===== config.mk =====
export PLATFORM = sky130hd
export DESIGN_NAME = ps2_scancode_decoder
export DESIGN_NICKNAME = d
export VERILOG_FILES = /design/src/rtl/ps2_scancode_decoder.sv
export SDC_FILE = /design/constraint.sdc
export NUM_CORES = 1
export LEC_CHECK = 0
export CAP_MARGIN = 40
export CELL_PAD_IN_SITES_DETAIL_PLACEMENT = 1
export CELL_PAD_IN_SITES_GLOBAL_PLACEMENT = 2
export CORE_MARGIN = 5
export CORE_UTILIZATION = 39
export CTS_CLUSTER_SIZE = 16
export DETAILED_ROUTE_END_ITERATION = 12
export GPL_TIMING_DRIVEN = 0
export MAX_ROUTING_LAYER = met4
export PLACE_DENSITY = 0.77
export REMOVE_ABC_BUFFERS = 1
export SYNTH_ARGS = -nofsm -noshare
export SYNTH_HDL_FRONTEND = slang
export SYNTH_SLANG_ARGS = --single-unit

===== constraint.sdc =====
create_clock -name clock -period 2.9 [get_ports clock]
set_input_delay 0.87 -clock clock [delete_from_list [all_inputs] [get_ports clock]]
set_output_delay 0.87 -clock clock [all_outputs]
set_load 0.02 [all_outputs]

===== src/rtl/ps2_scancode_decoder.sv =====
// PS/2 Set-2 scan-code decoder.
// Strips E0/F0 prefix bytes from the receiver byte stream, assembles
// {extended, release, code} key events and buffers them in a small
// first-word-fall-through FIFO with a valid/ready consumer interface.
// Optional build macro PS2_ASCII_EN adds shift tracking and an ASCII
// lookup whose result is stored alongside each FIFO entry.
module ps2_scancode_decoder #(
    parameter int unsigned DEPTH = 4
) (
    input  logic       clock,
    input  logic       reset,
    input  logic       valid_in,
    input  logic [7:0] data_in,
    output logic       evt_valid,
    input  logic       evt_ready,
    output logic [7:0] evt_code,
    output logic       evt_ext,
    output logic       evt_release,
    output logic [7:0] evt_ascii,
    output logic       overflow
);

    localparam int unsigned AW = $clog2(DEPTH);
`ifdef PS2_ASCII_EN
    localparam int unsigned EW = 18;
`else
    localparam int unsigned EW = 10;
`endif

    typedef enum logic [1:0] {
        IDLE,
        EXT,
        BRK,
        EXT_BRK
    } state_t;

    state_t        state;
    logic          valid_q;
    logic          byte_stb;
    logic          is_e0;
    logic          is_f0;
    logic          emit;
    logic          ev_ext;
    logic          ev_rel;
    logic [EW-1:0] entry;
    logic [EW-1:0] head;
    logic [EW-1:0] mem [DEPTH];
    logic [AW-1:0] wr_ptr;
    logic [AW-1:0] rd_ptr;
    logic [AW:0]   count;
    logic          full;
    logic          pop;
    logic          accept;

    assign byte_stb = valid_in & ~valid_q;
    assign is_e0    = (data_in == 8'hE0);
    assign is_f0    = (data_in == 8'hF0);

    // Edge detect on the receiver valid level: one byte per rising edge
    always_ff @(posedge clock or posedge reset) begin
        if (reset) valid_q <= 1'b0;
        else       valid_q <= valid_in;
    end

    // Event assembly: any non-prefix byte closes the event using the prefix state
    always_comb begin
        emit   = byte_stb & ~is_e0 & ~is_f0;
        ev_ext = (state == EXT) || (state == EXT_BRK);
        ev_rel = (state == BRK) || (state == EXT_BRK);
    end

    // Prefix FSM, advanced only on a byte strobe
    always_ff @(posedge clock or posedge reset) begin
        if (reset) begin
            state <= IDLE;
        end else if (byte_stb) begin
            case (state)
                IDLE: begin
                    if (is_e0)      state <= EXT;
                    else if (is_f0) state <= BRK;
                end
                EXT: begin
                    if (is_f0)       state <= EXT_BRK;
                    else if (!is_e0) state <= IDLE;
                end
                BRK: begin
                    if (is_e0)       state <= EXT_BRK;
                    else if (!is_f0) state <= IDLE;
                end
                EXT_BRK: begin
                    if (!is_e0 && !is_f0) state <= IDLE;
                end
                default: state <= IDLE;
            endcase
        end
    end

`ifdef PS2_ASCII_EN
    logic       shift_l;
    logic       shift_r;
    logic [7:0] ascii;

    // Shift key tracking from non-extended make/break events
    always_ff @(posedge clock or posedge reset) begin
        if (reset) begin
            shift_l <= 1'b0;
            shift_r <= 1'b0;
        end else if (emit && !ev_ext) begin
            if (data_in == 8'h12) shift_l <= ~ev_rel;
            if (data_in == 8'h59) shift_r <= ~ev_rel;
        end
    end

    // ASCII lookup using the shift state in effect before this event
    always_comb begin
        ascii = '0;
        case (data_in)
            8'h1C: ascii = 8'h61;  8'h32: ascii = 8'h62;  8'h21: ascii = 8'h63;
            8'h23: ascii = 8'h64;  8'h24: ascii = 8'h65;  8'h2B: ascii = 8'h66;
            8'h34: ascii = 8'h67;  8'h33: ascii = 8'h68;  8'h43: ascii = 8'h69;
            8'h3B: ascii = 8'h6A;  8'h42: ascii = 8'h6B;  8'h4B: ascii = 8'h6C;
            8'h3A: ascii = 8'h6D;  8'h31: ascii = 8'h6E;  8'h44: ascii = 8'h6F;
            8'h4D: ascii = 8'h70;  8'h15: ascii = 8'h71;  8'h2D: ascii = 8'h72;
            8'h1B: ascii = 8'h73;  8'h2C: ascii = 8'h74;  8'h3C: ascii = 8'h75;
            8'h2A: ascii = 8'h76;  8'h1D: ascii = 8'h77;  8'h22: ascii = 8'h78;
            8'h35: ascii = 8'h79;  8'h1A: ascii = 8'h7A;
            8'h45: ascii = 8'h30;  8'h16: ascii = 8'h31;  8'h1E: ascii = 8'h32;
            8'h26: ascii = 8'h33;  8'h25: ascii = 8'h34;  8'h2E: ascii = 8'h35;
            8'h36: ascii = 8'h36;  8'h3D: ascii = 8'h37;  8'h3E: ascii = 8'h38;
            8'h46: ascii = 8'h39;
            8'h29: ascii = 8'h20;  8'h5A: ascii = 8'h0D;  8'h66: ascii = 8'h08;
            default: ascii = '0;
        endcase
        if (ev_ext || ev_rel)
            ascii = '0;
        else if ((shift_l || shift_r) && ascii >= 8'h61 && ascii <= 8'h7A)
            ascii = ascii - 8'h20;
    end

    assign entry     = {ev_ext, ev_rel, data_in, ascii};
    assign evt_ascii = evt_valid ? head[7:0] : 8'h00;
`else
    assign entry     = {ev_ext, ev_rel, data_in};
    assign evt_ascii = 8'h00;
`endif

    assign full   = (count == (AW+1)'(DEPTH));
    assign pop    = evt_valid & evt_ready;
    // A push into a full FIFO is still accepted when the head leaves this cycle
    assign accept = emit & (~full | pop);
    assign head   = mem[rd_ptr];

    assign evt_valid   = (count != '0);
    assign evt_ext     = evt_valid & head[EW-1];
    assign evt_release = evt_valid & head[EW-2];
    assign evt_code    = evt_valid ? head[EW-3 -: 8] : 8'h00;

    // FIFO storage write
    always_ff @(posedge clock) begin
        if (accept) mem[wr_ptr] <= entry;
    end

    // FIFO pointers, occupancy and sticky overflow flag
    always_ff @(posedge clock or posedge reset) begin
        if (reset) begin
            wr_ptr   <= '0;
            rd_ptr   <= '0;
            count    <= '0;
            overflow <= 1'b0;
        end else begin
            if (accept) wr_ptr <= wr_ptr + AW'(1);
            if (pop)    rd_ptr <= rd_ptr + AW'(1);
            case ({accept, pop})
                2'b10:   count <= count + (AW+1)'(1);
                2'b01:   count <= count - (AW+1)'(1);
                default: count <= count;
            endcase
            if (emit && full && !pop) overflow <= 1'b1;
        end
    end

endmodule

==> results_dict.tcl <==
set metrics [dict create \
    outcome "completed" \
    dp_cells 234 \
    rr_startpoint "count[2]$_DFFE_PP0P_" \
    holdPathEnd "overflow$_DFFE_PP0P_" \
    crit_required_ps 2030 \
    diodes 0 \
    cts.sinks 51 \
    synth_top_area_cell "edfxtp_1" \
    reg2reg_setup_slack_ps 590 \
    synth_area_um2 2320 \
    final-hold-violation-count 0 \
    finalCritPeriodShare_pct 94.8 \
    synthTopCellsByCount "edfxtp_1 (40), and2_1 (14), dfrtp_1 (11)" \
    postSynthCellCount 144 \
    grt.busiest_layer "met2" \
    postRouteAntennaNets 0 \
    drc_errors 0 \
    hold_depth 1 \
    synth_edf_count 40 \
    overflow 0 \
    ys.flop_type "edfxtp_1" \
    fin_tns_setup_ps 0 \
    start_kind "register" \
    period_minus_slack_ps 2750 \
    hold_slack_ps 464 \
    die_h_um 87.2 \
    leakage_nw 1.01 \
    nets 188 \
    layout-drive-gt1-share_pct 22.1 \
    die-area_um2 7600 \
    synth_cell_type_count 40 \
    p_total_mw 2.44 \
    clkTransAtPathRegs_ps 90 \
    grt_pass1_vias 1434 \
    met3_usage_pct 3.78 \
    r2r-end "count[1]$_DFFE_PP0P_" \
    syn-mean-instance-area_um2 16.1 \
    hold_buffers 0 \
    grt_pass1_wl_um 7330 \
    synth.area.top_cells "edfxtp_1 (52%), dfrtp_1 (12%), mux4_2 (9.7%)" \
    multi_input_area_um2 757 \
    hp-class "reg2reg" \
    wl_per_cell_um 18.3 \
    async_reset_ff_share_pct 21.6 \
    first_iter_violations 67 \
    final-setup-viol-count 0 \
    grt_setup_unrepaired "no" \
    finalWirelength_um 4530 \
    grt_use_met2_pct 22.5 \
    yosysMostFrequentCell "edfxtp_1" \
    antenna_found_initial 0 \
    start_util_pct 39.7 \
    ys_warn_count 0 \
    yosysTopAreaCellShare_pct 51.7 \
    slew_violations 0 \
    cts_tree "done" \
    arrival_ps 1880 \
    insertion_delay_ps 300 \
    core_region_area_um2 5850 \
    synth_seq_cells 51 \
    rows 28 \
    clockBufferDepth 2 \
    fillers 591 \
    path_class "reg2out" \
    drt_pass1_iterations 4 \
    max_slew.worst_pin.slew_ps 632 \
    htreeDepth 2 \
    max_freq_mhz 364 \
    stdcell_count 247 \
    cts_buffers 5 \
    ys_seq_area_share_pct 63.5 \
    grt_max_degree 16 \
    maxSlewHeadroom_pct 57.8 \
    cap_violations 0 \
    ir_drop_v 0.000289 \
    gp_congestion 0.747 \
    synthToLayoutAreaGrowth_pct 16.5 \
    finClkSkew_ps 6.71 \
    crit_fanout 6 \
    ios 32 \
    end_kind "output pin" \
    reg2reg_depth 7 \
    hpwl_um 3030 \
    grt_use_total_pct 13.5 \
    viasPerCell 5.09 \
    vias 1258 \
    root_buffer "clkbuf_8" \
    die_w_um 87.2 \
    grtUsageMet1_pct 15.5 \
    min_from "overflow$_DFFE_PP0P_" \
    cellPowerDensity_nw_per_um2 900 \
    regArea_um2 1480 \
    place.port_buffers 23 \
]
-- worst max-delay path: stages, from the launching register on --
cell	delay, ps
dfrtp_4	430
buf_4	180
mux4_2	500
and2_1	160
dlygate4sd2_1	310
-- per-stage QoR --
| stage | setup slack [ps] | utilization [%] | instance area (um2) |
|---|---|---|---|
| final | 150 | 46.3 | 2710 |
| after detailed placement | -526 | 44.0 | 2580 |
| after CTS | 9.82 | 46.2 | 2700 |
| after floorplan | 212 | - | 2250 |
| after global routing | 22.1 | 46.3 | 2710 |
| after global placement | -480 | 44.0 | 2580 |
-- worst max-delay path by stage --
stage                     slack (ps)  cells after the start             startpoint              endpoint
after floorplan                  210                      7             data_in[2]  count[2]$_DFFE_PP0P_
after global placement          -480                      8             data_in[2]  count[2]$_DFFE_PP0P_
after detailed placement        -530                      8             data_in[2]  count[2]$_DFFE_PP0P_
after CTS                         10                      8             data_in[1]  count[2]$_DFFE_PP0P_
after global routing              20                      8             data_in[2]  count[1]$_DFFE_PP0P_
final                            150                      4  rd_ptr[0]$_DFFE_PP0P_           evt_code[7]
-- cell usage in the layout (no fill, tap or decap), types with 2 or more instances in the layout --
cell | synthesis | routed
edfxtp_1 | 40 | 40
dlygate4sd2_1 | 0 | 16
and2_1 | 14 | 14
mux4_2 | 10 | 10
dfrtp_1 | 11 | 9
conb_1 | 1 | 8
nor2_1 | 7 | 7
inv_1 | 7 | 7
clkbuf_8 | 0 | 5
clkdlybuf4s50_1 | 0 | 5
xnor2_1 | 4 | 4
ha_1 | 4 | 4
buf_4 | 9 | 4
nand2_1 | 2 | 2
o211ai_1 | 2 | 2
nand3_1 | 2 | 2
mux2_4 | 2 | 2
dlymetal6s2s_1 | 0 | 2
-- layout make-up --
cell class	instances	area share, %
Clock buffer	6	2.68
Clock inverter	2	0.462
Inverter	7	0.970
Multi-Input combinational cell	78	27.9
Sequential cell	51	54.7
Tap cell	75	3.46
Timing Repair Buffer	28	9.79
-- state kept, by name (all words and copies together), names as in the netlist --
register	flops
count	3
valid_q	1
state	2
overflow	1
rd_ptr	2
wr_ptr	2
mem	40
-- per-layer routing --
metal / vias up / share of wire (%)
li1: 573 / -
met1: 643 / 43
met2: 34 / 50
met3: 8 / 5.0
met4: 0 / 2.5
met5: - / 0
-- cells by family after synthesis --
family	after synthesis	share of synthesized area [%]
xor+xnor	4	1.51
buf+inv	22	5.38
fa+ha+maj	5	3.01
simple gates	36	10.3
compound gates	13	5.17
other cells	1	0.161
flops	51	63.5
mux	12	11.0
-- report_power, final --
group | switching, mW | internal, mW | total, mW
registers | 0.106 | 0.919 | 1.02
logic | 0.512 | 0.506 | 1.02
clock network | 0.227 | 0.169 | 0.396
total | 0.845 | 1.59 | 2.44
-- repair_timing --
| item | 4_1_cts | 5_1_grt |
|---|---|---|
| pin swaps | 2 | 1 |
| resized for setup | 21 | 2 |
| buffers inserted | 5 | 0 |
| setup endpoints to repair | 52 | 2 |
Power figures use the tool's default switching activity.
